### src/rtl/alu_pkg.sv
// Shared ALU definitions: op codes and default datapath width.
// Imported by the ALU and by the ALU front-end arbiter.
package alu_pkg;

  localparam int XLEN_DEF = 32;

  localparam logic [3:0] OP_AND = 4'b0000;
  localparam logic [3:0] OP_OR  = 4'b0001;
  localparam logic [3:0] OP_ADD = 4'b0010;
  localparam logic [3:0] OP_SUB = 4'b0110;

  // Modular increment that stays inside [0, n-1] for any n.
  function automatic int wrap_inc(input int v, input int n);
    return (v + 1 >= n) ? 0 : v + 1;
  endfunction

endpackage

### src/rtl/rr_arbiter.sv
// Round-robin priority picker: first asserted request at or after
// the pointer, wrapping modulo N. Pure combinational.
module rr_arbiter #(
  parameter int N     = 2,
  parameter int IDX_W = 1
) (
  input  logic [N-1:0]     i_req,
  input  logic [IDX_W-1:0] i_ptr,
  input  logic             i_en,
  output logic [N-1:0]     o_gnt,
  output logic [IDX_W-1:0] o_idx,
  output logic             o_any
);

  int w_c;

  // Scan from farthest to nearest so the nearest hit wins.
  always_comb begin
    o_gnt = '0;
    o_idx = '0;
    o_any = 1'b0;
    w_c   = 0;
    for (int k = N - 1; k >= 0; k--) begin
      w_c = int'(i_ptr) + k;
      if (w_c >= N) begin
        w_c = w_c - N;
      end
      if (i_en && i_req[w_c[IDX_W-1:0]]) begin
        o_idx = w_c[IDX_W-1:0];
        o_any = 1'b1;
      end
    end
    if (o_any) begin
      o_gnt[o_idx] = 1'b1;
    end
  end

endmodule

### src/rtl/alu_arbiter.sv
// Shares one ALU among NUM_REQ requesters with round-robin grant
// and a single registered response slot.
module alu_arbiter
  import alu_pkg::*;
#(
  parameter int NUM_REQ = 2,
  parameter int XLEN    = XLEN_DEF
) (
  input  logic                    clk,
  input  logic                    rst,
  input  logic [NUM_REQ-1:0]      req_valid,
  output logic [NUM_REQ-1:0]      req_ready,
  input  logic [NUM_REQ*XLEN-1:0] req_a,
  input  logic [NUM_REQ*XLEN-1:0] req_b,
  input  logic [NUM_REQ*4-1:0]    req_op,
  output logic [XLEN-1:0]         alu_a,
  output logic [XLEN-1:0]         alu_b,
  output logic [3:0]              alu_ctrl,
  input  logic [XLEN-1:0]         alu_result,
  input  logic                    alu_zero,
  output logic [NUM_REQ-1:0]      rsp_valid,
  input  logic [NUM_REQ-1:0]      rsp_ready,
  output logic [XLEN-1:0]         rsp_result,
  output logic                    rsp_zero
);

  localparam int IDX_W = (NUM_REQ > 1) ? $clog2(NUM_REQ) : 1;

  logic [NUM_REQ-1:0] r_rsp_valid;
  logic [XLEN-1:0]    r_rsp_result;
  logic               r_rsp_zero;
  logic [IDX_W-1:0]   r_rr_ptr;

  logic               w_drain;
  logic               w_slot_free;
  logic               w_en;
  logic [NUM_REQ-1:0] w_gnt;
  logic [IDX_W-1:0]   w_idx;
  logic               w_any;
  logic [IDX_W-1:0]   w_next_ptr;

  assign w_drain     = |(r_rsp_valid & rsp_ready);
  assign w_slot_free = ~(|r_rsp_valid) | w_drain;
  assign w_en        = w_slot_free & ~rst;

  rr_arbiter #(
    .N     (NUM_REQ),
    .IDX_W (IDX_W)
  ) u_rr (
    .i_req (req_valid),
    .i_ptr (r_rr_ptr),
    .i_en  (w_en),
    .o_gnt (w_gnt),
    .o_idx (w_idx),
    .o_any (w_any)
  );

  assign req_ready = w_gnt;

  // One-hot AND-OR mux; idle drives a harmless AND of zeros.
  always_comb begin
    alu_a    = '0;
    alu_b    = '0;
    alu_ctrl = OP_AND;
    for (int i = 0; i < NUM_REQ; i++) begin
      if (w_gnt[i]) begin
        alu_a    = req_a[i*XLEN +: XLEN];
        alu_b    = req_b[i*XLEN +: XLEN];
        alu_ctrl = req_op[i*4 +: 4];
      end
    end
  end

  assign w_next_ptr = (w_idx == IDX_W'(NUM_REQ - 1)) ?
                      '0 : w_idx + 1'b1;

  always_ff @(posedge clk or posedge rst) begin
    if (rst) begin
      r_rsp_valid  <= '0;
      r_rsp_result <= '0;
      r_rsp_zero   <= 1'b0;
      r_rr_ptr     <= '0;
    end else if (w_any) begin
      r_rsp_valid  <= w_gnt;
      r_rsp_result <= alu_result;
      r_rsp_zero   <= alu_zero;
      r_rr_ptr     <= w_next_ptr;
    end else if (w_drain) begin
      r_rsp_valid  <= '0;
    end
  end

  assign rsp_valid  = r_rsp_valid;
  assign rsp_result = r_rsp_result;
  assign rsp_zero   = r_rsp_zero;

endmodule

### config.mk
export PLATFORM = sky130hd
export DESIGN_NAME = alu_arbiter
export DESIGN_NICKNAME = d
export VERILOG_FILES = /design/src/rtl/alu_pkg.sv /design/src/rtl/rr_arbiter.sv /design/src/rtl/alu_arbiter.sv
export SDC_FILE = /design/constraint.sdc
export NUM_CORES = 1
export LEC_CHECK = 0
export BUFFER_PORTS_ARGS = -buffer_cell sky130_fd_sc_hd__clkbuf_2
export CORE_AREA = 5 5 106 108
export DETAILED_ROUTE_END_ITERATION = 12
export DIE_AREA = 0 0 111 113
export GPL_ROUTABILITY_DRIVEN = 0
export GPL_TIMING_DRIVEN = 0
export PLACE_DENSITY = 0.59
export SLEW_MARGIN = 20
export SYNTH_ARGS = -nofsm -noshare
export SYNTH_HDL_FRONTEND = slang
export SYNTH_SLANG_ARGS = --single-unit
### constraint.sdc
create_clock -name clk -period 1.7 [get_ports clk]
set_input_delay 0.17 -clock clk [delete_from_list [all_inputs] [get_ports clk]]
set_output_delay 0.17 -clock clk [all_outputs]
set_load 0.05 [all_outputs]
### Yosys cells after proc, flatten, opt, wreduce, memory -nomap -nowiden

Cells that the tools add are included.

* word-level logic and storage cells: 47
* input bits: 175
* output and inout bits: 105
* bits in registers: 36

* mux-type cells: 22
* $lt $le $gt $ge: 6
* add/sub/neg operators: 4
* reduce and logical (&&, ||, !) cells: 6
* bitwise gates (word level): 5

Operators with widths (count)
* 2-to-1 mux 32 bit: 4
* 2-to-1 mux 1 bit: 12
* 2-to-1 mux 4 bit: 2
* less-than comparator 1 x 2 -> 1 bit, second input constant: 3
* 2-to-1 mux 2 bit: 3
* OR reduction 2 bit: 2
* logical AND 1 bit: 3
* adder 1 x 1 -> 2 bit, second input constant: 1
* AND 2 bit: 1
* >= comparator 1 x 2 -> 1 bit, second input constant: 1
* >= comparator 2 bit, second input constant: 1
* NOT 1 bit: 2
* nonzero test 2 bit: 1
* subtractor 1 bit, second input constant: 2
* adder 1 bit, second input constant: 1
* AND 1 bit: 1
* demux 1 bit (select 1 bit): 1
* >= comparator 1 bit, second input constant: 1
* bitwise OR 1 bit: 1

### Depth between registers and ports, before layout

* word-level depth: 15
* depth in mapped cells: 6
* gate-level depth less buffers: 3

### By module

A second synthesis with hierarchy kept.

* cell total of the unflattened synthesis: 181
* area total of the unflattened synthesis: 2150.8 um2

By module, submodules not included
* alu_arbiter: area an instance 2117.0 um2, times used 1, cells each 174, seq. area each 900.9 um2
* rr_arbiter: area an instance 33.8 um2, times used 1, cells each 7, seq. area each 0.0 um2

### Worst setup path before layout

OpenSTA, ideal clock, no wires.

* path kind: flip-flop to output port
* start: register r_rsp_valid[1], in the netlist rsp_valid[1]
* end: output port alu_a[0]
* setup slack: -0.593 ns
* stages on the path, launching flop included: 6
* data required time: 1.530 ns
* arrival time: 2.123 ns
* path buffers: 2
* cells stage by stage: dfrtp_1 > a22oi_1 > a21o_2 > buf_2 > buf_2 > nor2_1

* cells in the longest elaborated chain, start to end: 14
* elaborated cells between the ends (all ways): 20
* those cells by class: order compare (2); mux (9); bitwise (4); reduce/logical (5)

Ends and longest elaborated chain
* start: declaration: line alu_arbiter.sv:29 `logic [NUM_REQ-1:0] r_rsp_valid;`
* start signal: assignment: line alu_arbiter.sv:84 `r_rsp_valid <= w_gnt;`
* AND 2 bit or OR reduction 2 bit (tied branches): line alu_arbiter.sv:42, alu_arbiter.sv:43
* OR reduction 2 bit or NOT 1 bit (tied branches): line alu_arbiter.sv:42, alu_arbiter.sv:43
* bitwise OR 1 bit (*): line alu_arbiter.sv:43 `assign w_slot_free = ~(|r_rsp_valid) | w_drain;`
* AND 1 bit (*): line alu_arbiter.sv:44 `assign w_en = w_slot_free & ~rst;`
* logical AND 1 bit: line rr_arbiter.sv:28 `if (i_en && i_req[w_c[IDX_W-1:0]]) begin`
* 2-to-1 mux 1 bit (2 in a row): line rr_arbiter.sv:28
* less-than comparator 1 x 2 -> 1 bit (implied by the code) or >= comparator 1 bit (tied branches): line rr_arbiter.sv:34 `o_gnt[o_idx] = 1'b1;`
* logical AND 1 bit (implied by the code): line rr_arbiter.sv:34
* 2-to-1 mux 1 bit (implied by the code): line rr_arbiter.sv:34
* demux 1 bit (select 1 bit)
* 2-to-1 mux 2 bit (*): line rr_arbiter.sv:33 `if (o_any) begin`
* 2-to-1 mux 32 bit: line alu_arbiter.sv:66 `if (w_gnt[i]) begin`
* 2-to-1 mux 32 bit (*): line alu_arbiter.sv:66
* end: declaration: line alu_arbiter.sv:16 `output logic [XLEN-1:0] alu_a,`

Mark *: on every way between the ends. The rest lies on a longest branch, timed or not.

### Worst setup path in the final report

* start: register r_rr_ptr
* end: output port alu_b[21]

* cells in the longest elaborated chain, start to end: 15
* elaborated cells between the ends (all ways): 25
* those cells by class: add/sub (3); order compare (4); mux (15); reduce/logical (3)

Ends and longest elaborated chain
* start: declaration: line alu_arbiter.sv:32 `logic [IDX_W-1:0] r_rr_ptr;`
* start signal: assignment: line alu_arbiter.sv:87 `r_rr_ptr <= w_next_ptr;`
* adder 1 x 1 -> 2 bit: line rr_arbiter.sv:24 `w_c = int'(i_ptr) + k;`
* >= comparator 2 bit or subtractor 1 bit (tied branches): line rr_arbiter.sv:25, rr_arbiter.sv:26
* 2-to-1 mux 1 bit: line rr_arbiter.sv:25 `if (w_c >= N) begin`
* 2-to-1 mux 1 bit (implied by the code) (2 in a row): line rr_arbiter.sv:28
* logical AND 1 bit: line rr_arbiter.sv:28
* 2-to-1 mux 1 bit (2 in a row): line rr_arbiter.sv:28
* less-than comparator 1 x 2 -> 1 bit (implied by the code) or >= comparator 1 bit (tied branches): line rr_arbiter.sv:34
* logical AND 1 bit (implied by the code): line rr_arbiter.sv:34
* 2-to-1 mux 1 bit (implied by the code): line rr_arbiter.sv:34
* demux 1 bit (select 1 bit)
* 2-to-1 mux 2 bit (*): line rr_arbiter.sv:33
* 2-to-1 mux 32 bit: line alu_arbiter.sv:66
* 2-to-1 mux 32 bit (*): line alu_arbiter.sv:66
* end: declaration: line alu_arbiter.sv:17 `output logic [XLEN-1:0] alu_b,`

Mark *: on every way between the ends. The rest lies on a longest branch, timed or not. The select of a mux whose other input is x is not followed.

==> results.toml <==
[sta]
finalClockSkew_ps = 5.10
rsz0062_at_grt = "yes"
drv_slew = 0
setup_violations = 103
hold_viol = 0
clock.fmax_mhz = 505
fin_crit_ps = 1980
maxSlewHeadroom_pct = 38.6
fin_ws_ps = -279
fin_crit_sh_pct = 116
worst_pin_slew_ps = 920

[outcome]
violations = "negative setup slack"
status = "complete, but fails checks"

[setup_path]
path_cells = "nand2b_4 -> clkbuf_2 -> a32oi_1 -> nor2_4 -> buf_8"
path_class = "reg2out"
critPathRequiredTime_ps = 1530
crit_arrival_ps = 1810
cpMaxStageDelayCell = "dfrtp_1"
cp-start-kind = "register"
crit_fanout = 10
cp-end-kind = "primary output"
slowest_delay_ps = 420

[synthesis]
avgSynthCellArea_sq_um = 9.31
async_flop_share_pct = 100
synth_area_sq_um = 2430
postSynthCellCount = 261
synth_cell_types = 21
synth_edf_count = 0
yosysWarnings = 0
synth_nets = 436
ys_ff_latch = 36
synth-seq-area-share_pct = 37.1
synth_top_flop_cell = "dfrtp_1"

[finish]
stdcell_area_sq_um = 6430
multi_input_area_sq_um = 2380
finalNetCount = 744
antennaDiodeCount = 0
syn2layout_area_growth_pct = 164
utilization_pct = 63.4
regArea_sq_um = 903
layout-drive-gt1-share_pct = 84.7
num-fill-cells = 750

[global_routing]
busiest_layer = "met2"
grt_pass1_vias = 3971
grt-ovfl-total = 0
globalRouteMet3Util_pct = 5.40
grt_first_pass_wirelength_um = 20600
antenna_found_initial = 0
grt_use_met1_pct = 22.2
grt_usage_pct = 20.0
grtUsageMet2_pct = 36.5
grt_max_degree = 37

[die]
core-area_sq_um = 10100
io-pin-count = 280
rows = 37
die_y_um = 113
start_util_pct = 24.0
die-area_sq_um = 12500
die_w_um = 111

[clocking]
cts_buffers = 5
cts_htree_levels = 2
clk_latency_ps = 280
cts_tree = "yes"
cts-root-buf = "clkbuf_8"
clkTransAtPathRegs_ps = 70
cts.sinks = 36
ctsLongestPathBuffers = 2

[placed_design]
dpl_cell_area_sq_um = 4240
port-buffer-count = 278
place_worst_setup_slack_ps = -487
hpwlAfterDp_um = 9720

[pwr]
powerDensity_nw_per_um2 = 1350
p_leak_nw = 2.83
vdd_drop_max_mv = 0.949
p_total_mw = 8.69

[detailed_routing]
drt-total-wl_um = 14400
ant_nets = 0
drc = 0
first_pass_iters = 5
routed-via-count = 3660
avgViaCountPerCell = 5.18
drt_iter0_markers = 181
detail_route.wl_per_cell_um = 20.4

[flow_run]
maxCapViolCount = 0

[worst_hold_path]
min-delay-path-class = "in2async"
-- report_power, final --
| group | switching [mW] | internal (mW) | total (mW) | leakage, nW |
|---|---|---|---|---|
| Combinational | 4.00 | 2.68 | 6.69 | 2.36 |
| Clock | 0.298 | 0.285 | 0.583 | 0.0479 |
| Sequential | 0.207 | 1.21 | 1.42 | 0.419 |
| Total | 4.51 | 4.18 | 8.69 | 2.83 |
-- worst paths after layout --
path | startpoint | end | slack [ps] | cells past startpoint
worst max-delay path | r_rr_ptr | alu_b[21] | -280 | 5
worst max register to register | rsp_valid[1] | rsp_result[0] | -250 | 8
max in group asynchronous | rst | rsp_valid[0] | 1110 | 2
min in group clk | alu_zero | rsp_zero | 110 | 2
worst min register to register | rsp_result[0] | rsp_result[0] | 510 | 1
worst min-delay path | rst | rsp_result[4] | 80 | 2
-- synthesized netlist by cell type (2+ instances only) --
| cell | n | share of area [%] |
|---|---|---|
| a32oi_1 | 68 | 24 |
| buf_2 | 13 | 2.7 |
| buf_6 | 3 | 1.4 |
| clkbuf_1 | 16 | 2.5 |
| dfrtp_1 | 36 | 37 |
| mux2_2 | 33 | 15 |
| nand2_1 | 5 | 0.77 |
| nand2b_1 | 2 | 0.51 |
| nand3b_1 | 2 | 0.62 |
| nor2_1 | 71 | 11 |
| o21ai_0 | 2 | 0.41 |
-- per-layer routing --
metal,share of wire [%],vias to the layer above
met1,36,1766
met3,7.9,42
met5,0,-
met4,3.1,0
met2,53,218
li1,-,1634
-- cells in the final DEF, fill, tap and decap left out, types with 5 or more instances in the layout --
cell type and n:
nor2_4 70, clkbuf_2 210, dfrtp_1 34, nand2_1 5
clkbuf_1 7, a32oi_4 8, buf_12 12, clkbuf_8 5
buf_16 8, a32oi_1 33, buf_8 72, a32oi_2 27
mux2_4 32, buf_4 12, buf_6 9
-- registers in the layout (all words and copies together), names as in the netlist --
name	count
rsp_valid	2
rsp_zero	1
rsp_result	32
r_rr_ptr	1
-- kinds of logic after synthesis --
| logic type | after synthesis | synth area share, % |
|---|---|---|
| AO/OA/AOI/OAI | 76 | 27.3 |
| buffers and inverters | 35 | 7.15 |
| AND/OR/NAND/NOR | 81 | 13.2 |
| multiplexers | 33 | 15.3 |
| flip-flops | 36 | 37.1 |
-- cell type report --
| type | count | area share, % |
|---|---|---|
| timing repair buffer | 304 | 38.8 |
| multi-input combinational | 190 | 37.1 |
| sequential | 36 | 14.0 |
| buffer | 31 | 6.01 |
| tap | 136 | 2.65 |
| clock buffer | 5 | 1.07 |
| clock inverter | 3 | 0.292 |
| inverter | 1 | 0.0584 |
-- what timing repair did --
| item | CTS | global route |
|---|---|---|
| hold buffers | 0 | 0 |
| pin swaps | 12 | 41 |
| setup buffers | 14 | 6 |
| gates resized for setup | 297 | 164 |
| cloned | 6 | 2 |
| setup endpoints to repair | 100 | 103 |
-- worst max-delay path: cells and delay by family (launching register included) --
kind | cells | cell delay (ps)
DFF | 1 | 420
AOI/OAI and AO/OA | 1 | 390
and+or+nand+nor | 2 | 310
buffers and inverters | 2 | 390
-- per-stage QoR --
stage,hold slack [ps],std cells,TNS [ps]
2_1_floorplan,318,261,-27920
3_3_place_gp,403,675,-20450
3_5_place_dp,403,675,-25370
4_1_cts,91.2,703,-27330
5_1_grt,101,706,-28080
6_report,79.5,706,-22780
Power figures use the tool's default switching activity.
